## src/rtl/i2c_rtc_responder_pkg.sv

```systemverilog
// ---------------------------------------------------------------------------
// i2c_rtc_responder_pkg
// Shared definitions for the DS1307-style I2C RTC responder:
//   - FSM state encoding used by the responder top level
//   - DS1307 register indices (seconds .. control)
//   - default 7-bit target address
// ---------------------------------------------------------------------------
package i2c_rtc_responder_pkg;

  localparam logic [6:0] DEFAULT_I2C_ADDR = 7'h68;

  localparam int REG_SEC   = 0;
  localparam int REG_MIN   = 1;
  localparam int REG_HOUR  = 2;
  localparam int REG_DOW   = 3;
  localparam int REG_DATE  = 4;
  localparam int REG_MONTH = 5;
  localparam int REG_YEAR  = 6;
  localparam int REG_CTRL  = 7;

  typedef enum logic [2:0] {
    ST_IDLE,
    ST_ADDR,
    ST_ADDR_ACK,
    ST_WR_PTR,
    ST_WR_DATA,
    ST_WR_ACK,
    ST_RD_BYTE,
    ST_RD_ACK
  } rtcState_t;

endpackage

```

## src/rtl/i2c_rtc_responder_if.sv

```systemverilog
// ---------------------------------------------------------------------------
// i2c_rtc_responder_if
// I2C pad bundle between the bus master (board or bench) and the responder.
//   scl_i   pad-level SCL as seen by the responder
//   sda_i   pad-level SDA as seen by the responder (wired-AND of all drivers)
//   sda_oe  1 = responder pulls SDA low (open-drain), 0 = released
// Modports:
//   slave   the responder: samples scl_i/sda_i, drives sda_oe
//   master  the bus side: drives scl_i/sda_i, observes sda_oe
// ---------------------------------------------------------------------------
interface i2c_rtc_responder_if;

  logic scl_i;
  logic sda_i;
  logic sda_oe;

  modport slave (
    input  scl_i,
    input  sda_i,
    output sda_oe
  );

  modport master (
    output scl_i,
    output sda_i,
    input  sda_oe
  );

endinterface

```

## src/rtl/i2c_rtc_responder_line_filter.sv

```systemverilog
// ---------------------------------------------------------------------------
// i2c_line_filter
// Conditions one asynchronous I2C pad: 2-FF synchroniser, then a stability
// filter that only accepts a new level after it has been held for FILTER_LEN
// consecutive clk cycles, then one-cycle edge flags on the accepted level.
// Ports:
//   clk      system clock
//   reset_n  asynchronous active-low reset (idle bus level 1 is assumed)
//   pad_i    raw pad input
//   level_o  filtered level
//   rise_o   1 for the first cycle level_o is 1 after being 0
//   fall_o   1 for the first cycle level_o is 0 after being 1
// ---------------------------------------------------------------------------
module i2c_line_filter #(
  parameter int FILTER_LEN = 3
) (
  input  logic clk,
  input  logic reset_n,
  input  logic pad_i,
  output logic level_o,
  output logic rise_o,
  output logic fall_o
);

  localparam int CNT_W = (FILTER_LEN > 1) ? $clog2(FILTER_LEN) : 1;

  logic [1:0]       sync_q;
  logic             level_q, level_d;
  logic [CNT_W-1:0] stableCnt_q, stableCnt_d;
  logic             rise_q, rise_d;
  logic             fall_q, fall_d;

  // Synchroniser, accepted level, stability counter and edge flags.
  // Reset to the idle-high bus level so that reset release never fakes an edge.
  always_ff @(posedge clk or negedge reset_n) begin
    if (!reset_n) begin
      sync_q      <= 2'b11;
      level_q     <= 1'b1;
      stableCnt_q <= '0;
      rise_q      <= 1'b0;
      fall_q      <= 1'b0;
    end else begin
      sync_q      <= {sync_q[0], pad_i};
      level_q     <= level_d;
      stableCnt_q <= stableCnt_d;
      rise_q      <= rise_d;
      fall_q      <= fall_d;
    end
  end

  // Count how long the synchronised input has disagreed with the accepted
  // level; any return to the accepted level restarts the count, so a pulse
  // shorter than FILTER_LEN cycles is swallowed.
  always_comb begin
    level_d     = level_q;
    stableCnt_d = '0;
    rise_d      = 1'b0;
    fall_d      = 1'b0;
    if (sync_q[1] != level_q) begin
      if (stableCnt_q == CNT_W'(FILTER_LEN - 1)) begin
        level_d = sync_q[1];
        rise_d  = sync_q[1];
        fall_d  = ~sync_q[1];
      end else begin
        stableCnt_d = stableCnt_q + CNT_W'(1);
      end
    end
  end

  assign level_o = level_q;
  assign rise_o  = rise_q;
  assign fall_o  = fall_q;

endmodule

```

## src/rtl/i2c_rtc_responder.sv

```systemverilog
// ---------------------------------------------------------------------------
// i2c_rtc_responder
// I2C target emulating a DS1307-style RTC register bank. Supports pointer
// write, data writes with auto-increment, and current/random-address reads
// with auto-increment. The register image is exported in parallel and can be
// preloaded in one cycle.
// Ports:
//   clk        system clock, the only clock
//   reset_n    asynchronous active-low reset
//   bus        I2C pads (slave modport: scl_i, sda_i in; sda_oe out)
//   regs_o     register image, reg n at regs_o[8n+7:8n]
//   load       one-cycle strobe copying load_data into all registers
//   load_data  preload image, same layout as regs_o
//   wr_strobe  one-cycle pulse when the master commits a data byte
//   wr_addr    register index of that committed byte
//   busy       1 from an addressed START until STOP / read NACK / mismatch
// ---------------------------------------------------------------------------
module i2c_rtc_responder
  import i2c_rtc_responder_pkg::*;
#(
  parameter logic [6:0] I2C_ADDR   = DEFAULT_I2C_ADDR,
  parameter int         NREGS      = 8,
  parameter int         FILTER_LEN = 3,
  localparam int        PTR_W      = (NREGS > 1) ? $clog2(NREGS) : 1
) (
  input  logic                 clk,
  input  logic                 reset_n,
  i2c_rtc_responder_if.slave   bus,
  output logic [8*NREGS-1:0]   regs_o,
  input  logic                 load,
  input  logic [8*NREGS-1:0]   load_data,
  output logic                 wr_strobe,
  output logic [PTR_W-1:0]     wr_addr,
  output logic                 busy
);

  logic sclLevel, sclRise, sclFall;
  logic sdaLevel, sdaRise, sdaFall;
  logic startDet, stopDet;

  rtcState_t        state_q, state_d;
  logic [3:0]       bitCnt_q, bitCnt_d;
  logic [7:0]       shift_q, shift_d;
  logic [PTR_W-1:0] pointer_q, pointer_d;
  logic             sdaOe_q, sdaOe_d;
  logic             busy_q, busy_d;
  logic             wrStrobe_q, wrStrobe_d;
  logic [PTR_W-1:0] wrAddr_q, wrAddr_d;
  logic [7:0]       regs_q [NREGS];
  logic             commit;
  logic [7:0]       rxByte;
  logic [PTR_W-1:0] pointerNext;

  i2c_line_filter #(.FILTER_LEN(FILTER_LEN)) u_sclFilter (
    .clk     (clk),
    .reset_n (reset_n),
    .pad_i   (bus.scl_i),
    .level_o (sclLevel),
    .rise_o  (sclRise),
    .fall_o  (sclFall)
  );

  i2c_line_filter #(.FILTER_LEN(FILTER_LEN)) u_sdaFilter (
    .clk     (clk),
    .reset_n (reset_n),
    .pad_i   (bus.sda_i),
    .level_o (sdaLevel),
    .rise_o  (sdaRise),
    .fall_o  (sdaFall)
  );

  assign startDet    = sdaFall & sclLevel;
  assign stopDet     = sdaRise & sclLevel;
  assign rxByte      = {shift_q[6:0], sdaLevel};
  assign pointerNext = (pointer_q == PTR_W'(NREGS - 1)) ? '0 : pointer_q + PTR_W'(1);

  // Protocol state, bit counter, shift register, pointer and pad drive.
  always_ff @(posedge clk or negedge reset_n) begin
    if (!reset_n) begin
      state_q    <= ST_IDLE;
      bitCnt_q   <= '0;
      shift_q    <= '0;
      pointer_q  <= '0;
      sdaOe_q    <= 1'b0;
      busy_q     <= 1'b0;
      wrStrobe_q <= 1'b0;
      wrAddr_q   <= '0;
    end else begin
      state_q    <= state_d;
      bitCnt_q   <= bitCnt_d;
      shift_q    <= shift_d;
      pointer_q  <= pointer_d;
      sdaOe_q    <= sdaOe_d;
      busy_q     <= busy_d;
      wrStrobe_q <= wrStrobe_d;
      wrAddr_q   <= wrAddr_d;
    end
  end

  // Next-state logic. STOP and START override every state. Bits are taken on
  // SCL rising edges; the SDA drive only moves on SCL falling edges. In the
  // ACK states the current drive tells the first falling edge (start ACK)
  // from the second (end ACK). A read byte is copied into the shift register
  // when it is launched, so a later preload does not change it mid-byte.
  always_comb begin
    state_d    = state_q;
    bitCnt_d   = bitCnt_q;
    shift_d    = shift_q;
    pointer_d  = pointer_q;
    sdaOe_d    = sdaOe_q;
    busy_d     = busy_q;
    wrStrobe_d = 1'b0;
    wrAddr_d   = wrAddr_q;
    commit     = 1'b0;

    if (stopDet) begin
      state_d  = ST_IDLE;
      sdaOe_d  = 1'b0;
      busy_d   = 1'b0;
      bitCnt_d = '0;
    end else if (startDet) begin
      state_d  = ST_ADDR;
      sdaOe_d  = 1'b0;
      bitCnt_d = '0;
    end else begin
      unique case (state_q)
        ST_IDLE: begin
        end

        ST_ADDR: begin
          if (sclRise) begin
            shift_d  = rxByte;
            bitCnt_d = bitCnt_q + 4'd1;
            if (bitCnt_q == 4'd7) begin
              bitCnt_d = '0;
              if (rxByte[7:1] == I2C_ADDR) begin
                state_d = ST_ADDR_ACK;
                busy_d  = 1'b1;
              end else begin
                state_d = ST_IDLE;
                busy_d  = 1'b0;
              end
            end
          end
        end

        ST_ADDR_ACK: begin
          if (sclFall) begin
            if (!sdaOe_q) begin
              sdaOe_d = 1'b1;
            end else if (shift_q[0]) begin
              state_d  = ST_RD_BYTE;
              shift_d  = regs_q[pointer_q];
              sdaOe_d  = ~regs_q[pointer_q][7];
              bitCnt_d = '0;
            end else begin
              state_d  = ST_WR_PTR;
              sdaOe_d  = 1'b0;
              bitCnt_d = '0;
            end
          end
        end

        ST_WR_PTR: begin
          if (sclRise) begin
            shift_d  = rxByte;
            bitCnt_d = bitCnt_q + 4'd1;
            if (bitCnt_q == 4'd7) begin
              bitCnt_d  = '0;
              pointer_d = PTR_W'(rxByte % 8'(NREGS));
              state_d   = ST_WR_ACK;
            end
          end
        end

        ST_WR_DATA: begin
          if (sclRise) begin
            shift_d  = rxByte;
            bitCnt_d = bitCnt_q + 4'd1;
            if (bitCnt_q == 4'd7) begin
              bitCnt_d   = '0;
              commit     = 1'b1;
              wrStrobe_d = 1'b1;
              wrAddr_d   = pointer_q;
              pointer_d  = pointerNext;
              state_d    = ST_WR_ACK;
            end
          end
        end

        ST_WR_ACK: begin
          if (sclFall) begin
            if (!sdaOe_q) begin
              sdaOe_d = 1'b1;
            end else begin
              sdaOe_d  = 1'b0;
              state_d  = ST_WR_DATA;
              bitCnt_d = '0;
            end
          end
        end

        ST_RD_BYTE: begin
          if (sclRise) begin
            bitCnt_d = bitCnt_q + 4'd1;
          end else if (sclFall) begin
            if (bitCnt_q == 4'd8) begin
              sdaOe_d   = 1'b0;
              pointer_d = pointerNext;
              bitCnt_d  = '0;
              state_d   = ST_RD_ACK;
            end else begin
              shift_d = {shift_q[6:0], 1'b0};
              sdaOe_d = ~shift_q[6];
            end
          end
        end

        ST_RD_ACK: begin
          if (sclRise) begin
            if (sdaLevel) begin
              state_d = ST_IDLE;
              busy_d  = 1'b0;
            end
          end else if (sclFall) begin
            state_d  = ST_RD_BYTE;
            shift_d  = regs_q[pointer_q];
            sdaOe_d  = ~regs_q[pointer_q][7];
            bitCnt_d = '0;
          end
        end

        default: begin
          state_d = ST_IDLE;
        end
      endcase
    end
  end

  // Register file: an I2C commit wins for its own register, every other
  // register follows a simultaneous preload.
  always_ff @(posedge clk or negedge reset_n) begin
    if (!reset_n) begin
      for (int i = 0; i < NREGS; i++) begin
        regs_q[i] <= '0;
      end
    end else begin
      for (int i = 0; i < NREGS; i++) begin
        if (commit && (pointer_q == PTR_W'(i))) begin
          regs_q[i] <= rxByte;
        end else if (load) begin
          regs_q[i] <= load_data[8*i +: 8];
        end
      end
    end
  end

  for (genvar g = 0; g < NREGS; g++) begin : gRegsOut
    assign regs_o[8*g +: 8] = regs_q[g];
  end

  // The pad is released during reset and on the STOP cycle itself, without
  // waiting for a clock edge.
  assign bus.sda_oe = sdaOe_q & reset_n & ~stopDet;
  assign wr_strobe  = wrStrobe_q;
  assign wr_addr    = wrAddr_q;
  assign busy       = busy_q;

endmodule

```

## src/flat_wrapper.sv

```systemverilog
// flat-port wrapper written by rule: the top's interface ports become plain ports
module i2c_rtc_responder_flat import i2c_rtc_responder_pkg::*;
#(
  parameter logic [6:0] I2C_ADDR   = DEFAULT_I2C_ADDR,
  parameter int         NREGS      = 8,
  parameter int         FILTER_LEN = 3,
  localparam int        PTR_W      = (NREGS > 1) ? $clog2(NREGS) : 1
)
  (clk, reset_n, regs_o, load, load_data, wr_strobe, wr_addr, busy, bus_scl_i, bus_sda_i, bus_sda_oe);
  i2c_rtc_responder_if bus_i ();
  input  logic clk;
  input  logic reset_n;
  output logic [8*NREGS-1:0] regs_o;
  input  logic load;
  input  logic [8*NREGS-1:0] load_data;
  output logic wr_strobe;
  output logic [PTR_W-1:0] wr_addr;
  output logic busy;
  input wire logic [$bits(bus_i.scl_i)-1:0] bus_scl_i;
  input wire logic [$bits(bus_i.sda_i)-1:0] bus_sda_i;
  output wire logic [$bits(bus_i.sda_oe)-1:0] bus_sda_oe;
  assign bus_i.scl_i = bus_scl_i;
  assign bus_i.sda_i = bus_sda_i;
  assign bus_sda_oe = bus_i.sda_oe;
  i2c_rtc_responder #(.I2C_ADDR(I2C_ADDR), .NREGS(NREGS), .FILTER_LEN(FILTER_LEN)) u_core (.clk(clk), .reset_n(reset_n), .bus(bus_i), .regs_o(regs_o), .load(load), .load_data(load_data), .wr_strobe(wr_strobe), .wr_addr(wr_addr), .busy(busy));
endmodule
```

## config.mk

```make
export PLATFORM = sky130hd
export DESIGN_NAME = i2c_rtc_responder_flat
export DESIGN_NICKNAME = d
export VERILOG_FILES = /design/src/rtl/i2c_rtc_responder_pkg.sv /design/src/rtl/i2c_rtc_responder_if.sv /design/src/rtl/i2c_rtc_responder_line_filter.sv /design/src/rtl/i2c_rtc_responder.sv /design/src/flat_wrapper.sv
export SDC_FILE = /design/constraint.sdc
export NUM_CORES = 1
export LEC_CHECK = 0
export CAP_MARGIN = 20
export CORE_ASPECT_RATIO = 1.75
export CORE_MARGIN = 3
export CORE_UTILIZATION = 50
export CTS_BUF_LIST = sky130_fd_sc_hd__clkbuf_4 sky130_fd_sc_hd__clkbuf_8 sky130_fd_sc_hd__clkbuf_16
export DETAILED_ROUTE_END_ITERATION = 10
export MAX_ROUTING_LAYER = met4
export PLACE_DENSITY = 0.85
export SLEW_MARGIN = 20
export SYNTH_ARGS = -nofsm -noshare
export SYNTH_HDL_FRONTEND = slang
export SYNTH_HIERARCHICAL = 1
export SYNTH_SLANG_ARGS = --single-unit
```

## constraint.sdc

```tcl
create_clock -name clk -period 2.9 [get_ports clk]
set_input_delay 0.725 -clock clk [delete_from_list [all_inputs] [get_ports clk]]
set_output_delay 0.725 -clock clk [all_outputs]
set_load 0.01 [all_outputs]
```

### Word-level counts from Yosys, hierarchy flattened

Index checks and enable logic that the tools add are counted.

* logic and storage cells: 246
* bits in registers: 101

* $lt $le $gt $ge: 1
* bitwise gates (word level): 11
* reductions and logical operators: 36
* add/subtract/negate cells: 4
* equality and inequality tests: 60
* multiplexer cells: 107

Operator list (number)
* 2-to-1 mux 8 bit: 18
* 2-to-1 mux 3 bit: 25
* 2-to-1 mux 7 bit: 9
* 2-to-1 mux 4 bit: 11
* != test 4 x 1 -> 1 bit (second input constant): 9
* 2-to-1 mux 1 bit: 32
* != test 4 x 2 -> 1 bit (second input constant): 7
* one-hot mux 7 bit (4 select lines): 1
* binary-select mux 8 bit (select 3 bit): 1
* equality test 3 bit (second input constant): 8
* != test 2 bit (second input constant): 9
* one-hot mux 3 bit (6 select lines): 1
* one-hot mux 4 bit (4 select lines): 1
* nonzero test 2 bit: 8
* != test 5 x 3 -> 1 bit (second input constant): 3
* AND reduction 14 bit: 1
* equality test 3 x 2 -> 1 bit (second input constant): 4
* != test 2 x 1 -> 1 bit (second input constant): 6
* AND reduction 12 bit: 1
* nonzero test 6 bit: 2
* AND reduction 11 bit: 1
* 2-to-1 mux 2 bit: 5
* AND reduction 10 bit: 1
* != test 3 x 2 -> 1 bit (second input constant): 3
* other kinds (30): 52

### Longest topological paths before layout

* word-level depth: 11
* gate-level depth with buffers: 9
* gate-level depth less buffers: 7

### Modules after synthesis

The synthesis kept the hierarchy.

Modules (own cells, without submodules)
* i2c_rtc_responder: area each 5325.1 sq um, cells an instance 546, instances 1
* i2c_line_filter: area each 244.0 sq um, cells an instance 14, instances 2

### Worst setup path after synthesis

Ideal clock, no wire load.

* path type: register to register
* from: reg u_core.state_q[1]
* to: reg u_core.shift_q[1]
* cell stages (with the launch flop): 9
* arrival: 2045 ps
* setup time: 125 ps
* setup slack: 731 ps
* period minus slack after synthesis: 2169 ps
* path through: dfrtp_1 > inv_1 > ha_1 > buf_6 > nor3_2 > o31ai_1 > a2111oi_4 > o31ai_2 > mux2_2

* cells in the longest elaborated chain, start to end: 4
* elaborated cells between the ends (all ways): 19

Ends and longest elaborated chain
* start, declared: RTL line i2c_rtc_responder.sv:41 `rtcState_t state_q, state_d;`
* start signal, assigned: RTL line i2c_rtc_responder.sv:89 `state_q <= state_d;`
* equality test 3 x 1 -> 1 bit (tied with other cells): RTL line i2c_rtc_responder.sv:126 `unique case (state_q)`
* OR reduction 3 bit (no line)
* != test 2 x 1 -> 1 bit (no line) / nonzero test 4 bit (equally long branches)
* AND reduction 12 bit (no line)
* end signal, assigned: RTL line i2c_rtc_responder.sv:91 `shift_q <= shift_d;`
* end, declared: RTL line i2c_rtc_responder.sv:43 `logic [7:0] shift_q, shift_d;`

Parallel ways exist; a longest one is shown, timed or not.
A chain may end at the register's enable or synchronous reset.

### Worst setup path in the final report

* from: reg u_core.state_q[1]
* to: reg u_core.shift_q[6]

Same word-level chain as after synthesis.

==> results.md <==
* Run status: finished, final reports clean
* Category of the worst setup path capture point: flop
* Post-synthesis net count at roughly 660
* Proportion of synthesized chip area in sequential cells at 0.436
* Max Clk Rate at between 400 and 500 MHz
* Maximum resistive drop on vdd at about 0.00058 V
* Met1 track demand over resource at 0.308
* Clock tree from TritonCTS: done
* Critical path required time at 3.13 ns
* Worst setup path category: flop to flop
* Maximum number of pins on one net before global-route repair at 80
* Gr busiest metal: met2
* # rows at between 50 and 60
* Width of the die at just under 90 µm
* Routing usage on met2 at 0.513
* Capturing element of the worst setup path: u_core/shift_q[6]
* Post-route fraction of the period consumed by the critical path at 0.855
* Via count at about 5000
* Setup violation total in the final timing report at 0
* Post-CTS Hold Fix Bufs at 0
* Delay-heaviest family, CP: compound AO/OA/AOI/OAI gates
* Routed len/inst at roughly 22 µm
* Mapped Area at 0.00581 mm²
* Worst clock skew at between 0.008 and 0.009 ns
* Total of flip-flops plus latches after synthesis at around 100
* 1st-pass router iterations at 5
* Slowest cell delay on critical path at between 0.4 and 0.5 ns
* Via count of the first global-routing pass at 5276
* Antenna Violating Nets Remaining at 0
* Mean area per synthesized cell at just over 10 µm²
* Initial Utilization at 0.518
* Maximum clock insertion buffer count at 2
* Terminus of the critical flop-to-flop path: u_core/shift_q[6]
* Clk sink count at roughly 100
* Clock insertion delay at the later pin of the skew report at between 0.3 and 0.4 ns
* Power density normalized to cell area at between 800 and 900 mW/mm²
* Final global-route overflow total at 0
* Met3 track utilization from global routing at 0.0338
* Fraction of registers with async set or reset after synthesis at 1.00
* Residual DRC at 0
* Hold Vio Cnt, Final at 0
* Worst rel slew slack at 0.338
* Type of element launching the critical path: flop
* WP data arrival at about 2.7 ns
* First-pass GRT wire length at 28100 µm
* Final WL at 18000 µm
* Maximum fanout encountered on the critical timing path at 11
* Max-slew violations at 0
* Post-layout total power at roughly 0.0062 W
* Count of buffers inserted at the top-level ports at around 140
* Die outline area at ~0.013 mm²
* Synth unique cells at 59
* Most used flip-flop cell after synthesis: dfrtp_1
* Placer Congestion at approximately 0.9
* Number of standard cells after synthesis at between 500 and 600
* Total GRT Usage at 0.294
* Leakage component of the power at between 3 and 4 nW
* Worst-path cell chain: inv_1 > ha_1 > nor3_2 > o31ai_1 > a2111oi_4 > o31ai_2 > mux2_2
* Post-synthesis to final-layout area growth at 29.9%
* Number of DRC markers after the initial detailed-route iteration at between 300 and 400
* Slew at the pin closest to its max-slew limit at slightly below 1 ns
* Count of maximum capacitance violations at 0
* Number of flops mapped to enable cells by yosys at 0
* Half-perimeter wire length of the detailed placement result at about 14000 µm
* Num CTS Buffers at 9
* Post-layout instance area at about 0.0076 mm²
* Unrepaired setup endpoints after global routing: no
* Antenna diode count at 0
* Depth of the critical timing path with buffers and inverters included at 7
* Vertical die dimension at 149 µm
* Buf+Inv Stages, Crit Path at 1
* Final worst path period need at around 2.5 ns
* Highest-delay cell along the critical path: dfrtp_1
* Worst reg-to-reg path cell count at 7
* Synthesis Warnings at 6
* Standard cell core area at about 0.011 mm²
* Hold crit path type: flop to flop
* Startpoint of the most critical setup path: u_core/state_q[1]
* Ratio of routed vias to standard cells at between 6 and 7
* Top-Level Pins at ~140
* Placed inst area at 0.00727 mm²
* Post-CTS Setup Bufs at 0
* H-tree depth reported by CTS at 3
* Root cell of the clock tree: clkbuf_16
* Initial antenna violation count at 0
* Layout cells sized above 1 at 0.110
* Clock transition at the registers of the reported paths at 0.07 ns
* Number of nets in the layout at about 800
* Worst flop-to-flop path startpoint: u_core/state_q[1]
* Post-route setup TNS at 0 ns
* R2r setup slk at 0.42 ns
* Post-CTS resize count at 0
cells in the mapped netlist, drive strengths merged (3+ instances only):
library cell / n / share of area
mux2: 23 / 0.046
clkbuf: 29 / 0.019
nor2: 70 / 0.045
nand2b: 8 / 0.011
a211oi: 9 / 0.012
a22o: 5 / 0.0075
a2111oi: 6 / 0.012
inv: 11 / 0.0071
mux4: 6 / 0.023
nand2: 18 / 0.012
o21a: 5 / 0.0065
o21ai: 15 / 0.014
a21oi: 81 / 0.070
nor3b: 7 / 0.0090
nand3: 12 / 0.014
nor3: 16 / 0.015
ha: 14 / 0.030
dfstp: 6 / 0.027
buf: 11 / 0.012
o22ai: 5 / 0.0054
mux2i: 74 / 0.13
dfrtp: 95 / 0.41
o31ai: 3 / 0.0047
o32ai: 3 / 0.0045
nand4b: 4 / 0.0060
nor2b: 12 / 0.013
registers in the layout, indices dropped and copies added, names as in the netlist, 2 cells and up:
signal                          flops
u_core/bitCnt_q                     4
u_core/u_sdaFilter/stableCnt_q      2
u_core/regs_o                      64
u_core/u_sclFilter/sync_q           2
u_core/u_sdaFilter/sync_q           2
u_core/shift_q                      7
u_core/u_sclFilter/stableCnt_q      2
u_core/state_q                      3
u_core/wr_addr                      3
u_core/pointer_q                    3
per-stage QoR:
stage | setup slack (ns) | hold WS [ns] | std cells | util
after floorplan | 0.731 | 0.345 | 574 | -
after global placement | 0.570 | 0.347 | 815 | 0.648
after detailed placement | 0.475 | 0.348 | 815 | 0.648
after CTS | 0.432 | 0.362 | 831 | 0.673
after global routing | 0.244 | 0.368 | 831 | 0.673
final | 0.420 | 0.360 | 831 | 0.673
layer usage:
layer,routed length [µm],share of wire
met1,6130,0.34
met2,9890,0.55
met3,839,0.047
met4,1150,0.064
met5,0,0
layout by cell type (no fill, tap or decap), types with 13 or more instances in the layout:
cell type and instances:
ha_1 14, nor3_1 14, o21ai_0 13, nor2_1 70, a21oi_1 81, clkdlybuf4s50_1 136
dfrtp_1 95, nand2_1 18, mux2i_1 74, mux2_2 21
area by class of cell:
type | instances | area, µm²
sequential | 101 | 2530
multi-input combinational | 422 | 3060
tap | 132 | 165
clock buffer | 9 | 225
clock inverter | 7 | 56.3
inverter | 11 | 41.3
timing repair buffer | 149 | 1470
fill | 857 | 3680
power breakdown:
group          total (W)  internal [W]  switching, W
logic            0.00278       0.00132       0.00146
clock network    0.00114      0.000594      0.000548
registers        0.00223       0.00167      0.000559
total            0.00615       0.00359       0.00257
worst reg2reg max path, delay by kind of cell (launching register included):
kind | cells | cell delay (ns)
muxes | 1 | 0.33
AOI/OAI and AO/OA | 3 | 0.80
adders and majority gates | 1 | 0.33
DFF | 1 | 0.47
and+or+nand+nor | 1 | 0.33
buffers and inverters | 1 | 0.10
how the worst min path moves through the flow:
stage | from | depth (start not counted) | endpoint | slack, ns
2_1_floorplan | u_core/u_sclFilter/sync_q[0] | 0 | u_core/u_sclFilter/sync_q[1] | 0.35
3_3_place_gp | u_core/u_sdaFilter/sync_q[0] | 0 | u_core/u_sdaFilter/sync_q[1] | 0.35
3_5_place_dp | u_core/u_sdaFilter/sync_q[0] | 0 | u_core/u_sdaFilter/sync_q[1] | 0.35
4_1_cts | u_core/u_sdaFilter/sync_q[0] | 0 | u_core/u_sdaFilter/sync_q[1] | 0.36
5_1_grt | u_core/u_sclFilter/sync_q[0] | 0 | u_core/u_sclFilter/sync_q[1] | 0.37
6_report | u_core/u_sdaFilter/sync_q[0] | 0 | u_core/u_sdaFilter/sync_q[1] | 0.36
logic make-up (layout without fill, tap and decap cells):
kind of cell               after synthesis  count (layout)  share of synthesized area
xor gates and xnor gates                 2               2                    0.00301
and+or+nand+nor                        162             162                      0.147
adders and majority gates               14              14                     0.0301
DFF                                    101             101                      0.436
buffers and inverters                   51             176                     0.0377
muxes                                  103             103                      0.197
AOI/OAI and AO/OA                      141             141                      0.149
Power figures use the tool's default switching activity.
